<file path="src/rtl/eth_txcounters_gen.sv">
// Transmit symbol/byte/delayed-CRC counters for the Ethernet TX path, MII or GMII symbol mode.
// Counters saturate instead of wrapping; a registered length report accompanies every finished frame.
module eth_txcounters_gen #(
  parameter int CNT_W       = 16,
  parameter int DLY_W       = 3,
  parameter int DLY_CRC_LEN = 4,
  parameter int EXDEF_LIMIT = 6071
) (
  input  logic             MTxClk,
  input  logic             nReset,
  input  logic             GmiiMode,
  input  logic             StatePreamble,
  input  logic             StateIPG,
  input  logic             StatePAD,
  input  logic             StateFCS,
  input  logic             StateJam,
  input  logic             StateBackOff,
  input  logic             StateDefer,
  input  logic             StateIdle,
  input  logic             StateSFD,
  input  logic [1:0]       StateData,
  input  logic             StartDefer,
  input  logic             StartIPG,
  input  logic             StartFCS,
  input  logic             StartJam,
  input  logic             StartBackoff,
  input  logic             TxStartFrm,
  input  logic             HugEn,
  input  logic             ExDfrEn,
  input  logic             DlyCrcEn,
  input  logic             PacketFinished_q,
  input  logic [CNT_W-1:0] MinFL,
  input  logic [CNT_W-1:0] MaxFL,
  output logic [CNT_W-1:0] SymCnt,
  output logic [CNT_W-1:0] ByteCnt,
  output logic [DLY_W-1:0] DlyCrcCnt,
  output logic             ExcessiveDefer,
  output logic             PreambleDone,
  output logic             JamDone,
  output logic             MaxFrame,
  output logic             MinFlReached,
  output logic             ByteCntSat,
  output logic [CNT_W-1:0] FrmLen,
  output logic             FrmLenValid
);

  typedef logic [CNT_W:0] ext_t;

  localparam logic [CNT_W-1:0] CNT_MAX     = {CNT_W{1'b1}};
  localparam logic [CNT_W-1:0] EX_THR_MII  = CNT_W'(EXDEF_LIMIT);
  localparam logic [CNT_W-1:0] EX_THR_GMII = CNT_W'(EXDEF_LIMIT >> 1);
  localparam logic [DLY_W-1:0] DLY_END     = DLY_W'(DLY_CRC_LEN);

  logic             dataTick;
  logic [CNT_W-1:0] exThr;
  logic             symClr;
  logic             symInc;
  logic             byteClr;
  logic             byteInc;
  logic             dlyClr;
  logic             dlyInc;
  ext_t             minFlExt;
  ext_t             minFlThr;

  assign dataTick = GmiiMode ? (|StateData) : StateData[1];
  assign exThr    = GmiiMode ? EX_THR_GMII : EX_THR_MII;

  assign PreambleDone   = GmiiMode ? (SymCnt[2:0] == 3'd6) : (&SymCnt[3:0]);
  assign JamDone        = GmiiMode ? (&SymCnt[1:0]) : (&SymCnt[2:0]);
  assign ExcessiveDefer = (SymCnt == exThr) & ~ExDfrEn;
  assign MaxFrame       = (ByteCnt == MaxFL) & ~HugEn;

  // Threshold excludes the 4 FCS bytes; one extra bit keeps the subtraction from wrapping.
  assign minFlExt     = {1'b0, MinFL};
  assign minFlThr     = GmiiMode ? (minFlExt - ext_t'(5))
                                 : (((minFlExt - ext_t'(4)) << 1) - ext_t'(1));
  assign MinFlReached = (MinFL <= CNT_W'(4)) ? 1'b1 : ({1'b0, SymCnt} >= minFlThr);

  assign symClr = (StateDefer & ExcessiveDefer & ~TxStartFrm) | (StatePreamble & PreambleDone)
                | (StateJam & JamDone) | StateIdle | StartDefer | StartIPG | StartFCS | StartJam;
  assign symInc = StateIPG | StatePreamble | (|StateData) | StatePAD | StateFCS | StateJam
                | StateBackOff | (StateDefer & ~ExcessiveDefer & TxStartFrm);

  assign byteClr = StartBackoff | (StateIdle & TxStartFrm) | PacketFinished_q;
  assign byteInc = dataTick
                 | (StateBackOff & (GmiiMode ? (&SymCnt[5:0]) : (&SymCnt[6:0])))
                 | ((StatePAD | StateFCS) & (GmiiMode | SymCnt[0]));

  assign dlyClr = (dataTick & (DlyCrcCnt == DLY_END)) | StartJam | PacketFinished_q;
  assign dlyInc = DlyCrcEn & (StateSFD | (dataTick & (DlyCrcCnt != {DLY_W{1'b0}})));

  // Symbol counter, held at all-ones rather than wrapping.
  always_ff @(posedge MTxClk or negedge nReset) begin
    if (!nReset) begin
      SymCnt <= '0;
    end else if (symClr) begin
      SymCnt <= '0;
    end else if (symInc && (SymCnt != CNT_MAX)) begin
      SymCnt <= SymCnt + CNT_W'(1);
    end else begin
      SymCnt <= SymCnt;
    end
  end

  // Byte counter with sticky saturation flag; a clear drops both.
  always_ff @(posedge MTxClk or negedge nReset) begin
    if (!nReset) begin
      ByteCnt    <= '0;
      ByteCntSat <= 1'b0;
    end else if (byteClr) begin
      ByteCnt    <= '0;
      ByteCntSat <= 1'b0;
    end else if (byteInc) begin
      if (ByteCnt == CNT_MAX) begin
        ByteCnt    <= ByteCnt;
        ByteCntSat <= 1'b1;
      end else begin
        ByteCnt    <= ByteCnt + CNT_W'(1);
        ByteCntSat <= ByteCntSat;
      end
    end else begin
      ByteCnt    <= ByteCnt;
      ByteCntSat <= ByteCntSat;
    end
  end

  // Delayed-CRC counter.
  always_ff @(posedge MTxClk or negedge nReset) begin
    if (!nReset) begin
      DlyCrcCnt <= '0;
    end else if (dlyClr) begin
      DlyCrcCnt <= '0;
    end else if (dlyInc) begin
      DlyCrcCnt <= DlyCrcCnt + DLY_W'(1);
    end else begin
      DlyCrcCnt <= DlyCrcCnt;
    end
  end

  // Frame length report: captures the count before the clear lands.
  always_ff @(posedge MTxClk or negedge nReset) begin
    if (!nReset) begin
      FrmLen      <= '0;
      FrmLenValid <= 1'b0;
    end else begin
      FrmLenValid <= PacketFinished_q;
      if (PacketFinished_q) begin
        FrmLen <= ByteCnt;
      end else begin
        FrmLen <= FrmLen;
      end
    end
  end

endmodule

</file>
<file path="config.mk">
export PLATFORM = sky130hd
export DESIGN_NAME = eth_txcounters_gen
export DESIGN_NICKNAME = d
export VERILOG_FILES = /design/src/rtl/eth_txcounters_gen.sv
export SDC_FILE = /design/constraint.sdc
export NUM_CORES = 1
export LEC_CHECK = 0
export CAP_MARGIN = 5
export CORE_MARGIN = 1
export CORE_UTILIZATION = 54
export CTS_CLUSTER_SIZE = 30
export DETAILED_ROUTE_END_ITERATION = 6
export PLACE_DENSITY_LB_ADDON = 0.25
export SYNTH_ARGS = -nofsm -noshare
export SYNTH_HDL_FRONTEND = slang
export SYNTH_SLANG_ARGS = --single-unit
</file>
<file path="constraint.sdc">
create_clock -name MTxClk -period 18 [get_ports MTxClk]
set_clock_uncertainty 0.15 [all_clocks]
set_input_delay 4.5 -clock MTxClk [delete_from_list [all_inputs] [get_ports MTxClk]]
set_output_delay 4.5 -clock MTxClk [all_outputs]
set_load 0.03 [all_outputs]
</file>
# [Word-level counts from Yosys, hierarchy flattened]
# Cells that the tools add are included.
# Widths: inputs -> output; s select.
[op_classes] n_addsub=6 order_cmp=2 n_eq_ne=7 mux=17 bitwise_logic=41 n_reduce_logical=14
[op_table] cell="$mux 16" count=5
[op_table] cell="$add 16x1->16 const B" count=2
[op_table] cell="$or 1x1->1" count=23
[op_table] cell="$ge 16x17->1" count=1
[op_table] cell="$mux 17" count=1
[op_table] cell="$sub 16x3->17 const B" count=1
[op_table] cell="$sub 17x1->17 const B" count=1
[op_table] cell="$eq 16x13->1" count=1
[op_table] cell="$eq 16x16->1" count=1
[op_table] cell="$eq 16x16->1 const B" count=1
[op_table] cell="$le 16x3->1 const B" count=1
[op_table] cell="$ne 16x16->1 const B" count=1
[op_table] cell="$sub 16x3->16 const B" count=1
[op_table] cell="$and 1x1->1" count=14
[op_table] cell="$mux 13" count=1
[op_table] cell="$mux 1" count=8
[op_table] cell="$reduce_bool 2->1" count=4
[op_table] cell="$reduce_and 7->1" count=1
[op_table] cell="$eq 3x3->1 const B" count=2
[op_table] cell="$mux 3" count=2
[op_table] cell="$reduce_and 2->1" count=3
[op_table] cell="$reduce_and 6->1" count=1
[op_table] cell="$not 1->1" count=4
[op_table] cell="$reduce_and 4->1" count=1
[op_table] cell="6 further kinds" count=6
[totals] reg_bits=53 inputBits=56 output_inout_bits=58 word_cells=93

# [Logic depth before layout (Yosys ltp)]
[logic_depth] ltp_word=13 depth_mapped=17 ltp_nobuf=15

# [Worst setup path before layout]
# No wires, ideal clock.
[synth_path] path_type="input port to output port" from="input port MinFL[2]" to="output port MinFlReached" arrival_time_ps=8021 required_time_ps=13350 path_slack_ps=5329 cell_stages=16 path_buffers=1 path_cell_list="buf_2 -> inv_1 -> ha_1 -> or2_0 -> o32a_1 -> or4_4 -> nor3_4 -> a31oi_1 -> o31a_1 -> ha_1 -> o21a_1 -> o21a_1 -> o311ai_0 -> o211ai_1 -> nand4b_1 -> o211ai_1"
[synth_between] elab_chain_len=5 word_cells_on_any_way=7 cone_classes="3 x add/sub; 2 x order compare; 2 x mux"
[synth_lines] element="start: declaration" line_no="32" source="input logic [CNT_W-1:0] MinFL,"
[synth_lines] element="$sub 16x3->16" line_no="76" source=": (((minFlExt - ext_t'(4)) << 1) - ext_t'(1));"
[synth_lines] element="$sub 17x1->17" line_no="76"
[synth_lines] element="$mux 17" line_no="75" source="assign minFlThr = GmiiMode ? (minFlExt - ext_t'(5))"
[synth_lines] element="$ge 16x17->1" line_no="77" source="assign MinFlReached = (MinFL <= CNT_W'(4)) ? 1'b1 : ({1'b0, SymCnt} >= minFlThr);"
[synth_lines] element="$mux 1 (*)" line_no="77"
[synth_lines] element="end: declaration" line_no="41" source="output logic MinFlReached,"
# Every way passes the cells marked *; elsewhere a longest branch is shown, timed or not.

# [Final worst setup path]
[layout_path] from="input port MinFL[3]" to="output port MinFlReached"
# The elaborated chain is that of the path after synthesis.

==> flow_summary.json <==
{
  "cts_setup_buffers": 0,
  "p_clk_frac": 0.279,
  "via_per_inst": 6.069,
  "detailed_place_hpwl_mm": 9.249,
  "io_buffers": 113,
  "cp-startpoint": "MinFL[3]",
  "drtIter0Drc": 189,
  "ant_nets": 0,
  "rsz0062_at_grt": "false",
  "dpl_worst_slack_ns": 3.782,
  "core-area_um2": 7888,
  "design_area_um2": 5677,
  "crit_path_max_fanout": 12,
  "gp_congestion": 0.8723,
  "setup_viol": 0,
  "yosys_warnings": 0,
  "timing.hold.ws_ns": 0.3592,
  "fp.dieH_um": 93.31,
  "path_clk_slew_ns": 0.08,
  "cts_root_buffer": "clkbuf_8",
  "hold_start": "FrmLen[14]",
  "fin_setup_tns_ns": 0,
  "yosysUniqueCellTypes": 66,
  "antenna_found_initial": 0,
  "ys.flop_type": "dfrtp_1",
  "cts_buffer_depth": 2,
  "drc": 0,
  "num-fill-cells": 622,
  "switchingPower_mw": 0.07021,
  "cts_buffers": 5,
  "postCtsHoldBufs": 0,
  "clk_latency_ns": 0.32,
  "grt-ovfl-total": 0,
  "vias": 4303,
  "htreeDepth": 2,
  "slew_violations": 0,
  "endpoint_kind": "output pin",
  "relSlewSlack": 0.2194,
  "maxCapViolCount": 0,
  "gr-usage-all-layers": 0.2826,
  "wirelength_mm": 12.07,
  "r2r_slack_ns": 14.87,
  "place_area_um2": 5594,
  "path_cells": "clkdlybuf4s50_1 -> inv_1 -> ha_1 -> or2_0 -> o32a_1 -> nor4_2 -> nor3b_2 -> nor3_1 -> a22o_1 -> ha_1 -> nand4_1 -> nor3_1 -> o311ai_0 -> o211ai_1 -> nand4b_1 -> o211ai_1 -> clkdlybuf4s50_1",
  "firstDrtPassIters": 5,
  "ys_ff_latch": 53,
  "die-area_um2": 8706,
  "internal_power_mw": 0.1716,
  "area_growth_pct": 26.10,
  "required_ns": 13.35,
  "avgSynthCellArea_um2": 8.775,
  "min_period_ns": 14.25,
  "placementRows": 32,
  "syn_inst": 513,
  "synth_edf_count": 0,
  "grt_pass1_wl_mm": 19.62,
  "synth_area_um2": 4502,
  "hold_viol_final": 0,
  "vdd_drop_max_uv": 32.66,
  "comb_power_share": 0.223,
  "p_total_mw": 0.2418,
  "diodes": 0,
  "die_x_um": 93.31,
  "switching_share": 0.2903,
  "grt_max_degree": 54,
  "drive_above_1_share": 0.06919,
  "cp-start-kind": "input port",
  "seq_area_frac_synth": 0.2946,
  "grt_pass1_vias": 4124,
  "status": "complete, no violations",
  "p_per_area_nw_per_um2": 42.60,
  "arrival_ns": 9.60,
  "crit_type": "in2out",
  "hold_path.class": "reg2reg",
  "critPathMaxStageDelay_ns": 0.69,
  "setup_slack_ns": 3.749,
  "numClockSinks": 53,
  "async_reset_ff_frac": 1.000,
  "io_pins": 114,
  "synth_fp_nets": 595,
  "worst_pin_slew_ns": 1.163,
  "tritoncts": "yes",
  "p_leak_nw": 2.304,
  "max_freq_ghz": 0.07017,
  "finalNetCount": 689,
  "min_period_over_period": 0.7917,
  "cts_resized": 0,
  "p_seq_frac": 0.498,
  "start_util": 0.5707,
  "rr_startpoint": "SymCnt[1]",
  "wl_per_cell_um": 17.03,
  "crit_slowest_cell": "clkdlybuf4s50_1"
}
## worst max-delay path: cells and delay by family
kind,cells,cell delay [ns]
and+or+nand+nor,7,1.65
buffers and inverters,3,1.52
AOI/OAI and AO/OA,5,1.23
adders and majority gates,2,0.66
## power groups by stage
| stage | Sequential (mW) | Combinational, mW | Clock (mW) |
|---|---|---|---|
| after floorplan | 0.124 | 0.0297 | 0 |
| after global placement | 0.123 | 0.0523 | 0 |
| after detailed placement | 0.123 | 0.0538 | 0 |
| after CTS | 0.120 | 0.0540 | 0.0682 |
| after global routing | 0.121 | 0.0588 | 0.0734 |
| final | 0.120 | 0.0539 | 0.0675 |
## per-stage QoR
step                instances  utilization
floorplan                 513            -
global placement          702       0.7092
detailed placement        702       0.7092
CTS                       709       0.7197
global route              709       0.7197
finish                    709       0.7197
## cells in the final DEF (no fill, tap or decap), types with 4 or more instances in the layout
master / n
and4_1: 7
a21oi_1: 28
nand2_1: 36
clkbuf_8: 5
nor4_1: 13
and3_1: 6
nor2b_1: 4
o211ai_1: 9
or4_1: 8
mux2i_1: 4
o31ai_1: 8
o21a_1: 8
mux2_2: 19
nand3_1: 19
xnor2_1: 23
ha_1: 26
or3_1: 6
nor3_1: 15
xor2_1: 41
clkdlybuf4s50_1: 112
o21ai_0: 14
inv_1: 16
dfrtp_1: 53
nor2_1: 43
and2_1: 6
nand4_1: 19
## path summary, 6_finish.rpt
path | end | cells after the start
worst max-delay path | MinFlReached | 17
worst min-delay path | FrmLen[14] | 1
worst max register to register | SymCnt[12] | 7
worst min register to register | FrmLen[14] | 1
max in group asynchronous | ByteCnt[3] | 2
min in group asynchronous | SymCnt[12] | 2
## synthesized netlist by cell type (2+ instances only)
library cell,count,share of area
o211ai_1,9,0.015
a31oi_1,3,0.0042
ha_1,26,0.072
dfrtp_1,53,0.29
o21ai_1,3,0.0033
nor4_1,13,0.018
nor2b_1,4,0.0056
o31a_1,3,0.0058
or4_1,8,0.013
nor2_1,43,0.036
or3_1,6,0.0083
buf_4,3,0.0050
nor3_1,15,0.017
and2_1,6,0.0083
a211oi_1,2,0.0033
a21o_1,3,0.0050
a211o_1,2,0.0039
o21a_1,8,0.013
nand4_1,19,0.026
nand3b_1,2,0.0033
nand3_1,19,0.021
or2_2,2,0.0028
xnor2_1,23,0.045
and3_1,6,0.0083
and3b_1,2,0.0039
clkbuf_1,11,0.0092
inv_1,16,0.013
a21oi_1,28,0.031
xor2_1,41,0.080
buf_6,7,0.018
nor3_2,2,0.0044
mux2i_1,4,0.0089
o21ai_0,14,0.016
nand2_1,36,0.030
mux2_2,19,0.048
o21bai_1,2,0.0033
a311oi_1,2,0.0039
o31ai_1,8,0.013
nand2b_1,3,0.0042
buf_2,5,0.0056
and4_1,7,0.014
## cells by family (layout without fill, tap and decap cells)
logic type	after synthesis	in the layout	share of synthesized area
AOI/OAI and AO/OA	97	97	0.1423
xor gates and xnor gates	64	64	0.1245
adders and majority gates	26	26	0.07226
buffers and inverters	44	138	0.05253
DFF	53	53	0.2946
muxes	23	23	0.05642
and+or+nand+nor	206	206	0.2574
## routing by layer
metal / routed length [um] / part of all wire / vias to the layer above / GRT usage
met5: 0 / 0 / - / 0
met3: 850 / 0.070 / 21 / 0.04228
met2: 6002 / 0.50 / 169 / 0.5006
li1: - / - / 2055 / -
met1: 5016 / 0.42 / 2058 / 0.3568
met4: 201 / 0.017 / 0 / 0.07821
## final cells by class
type	instances	area, um^2	share of cell area
timing repair buffer	115	1141	0.2010
multi-input combinational	416	2939	0.5177
clock inverter	2	13.76	0.002425
clock buffer	5	68.82	0.01212
tap	102	127.6	0.02248
sequential	53	1326	0.2336
inverter	16	60.06	0.01058
## flip-flops by register name (all words and copies together), names as in the netlist
name,flops
FrmLenValid,1
SymCnt,16
DlyCrcCnt,3
ByteCntSat,1
ByteCnt,16
FrmLen,16
Note: power is estimated with default switching activity, not from simulation.
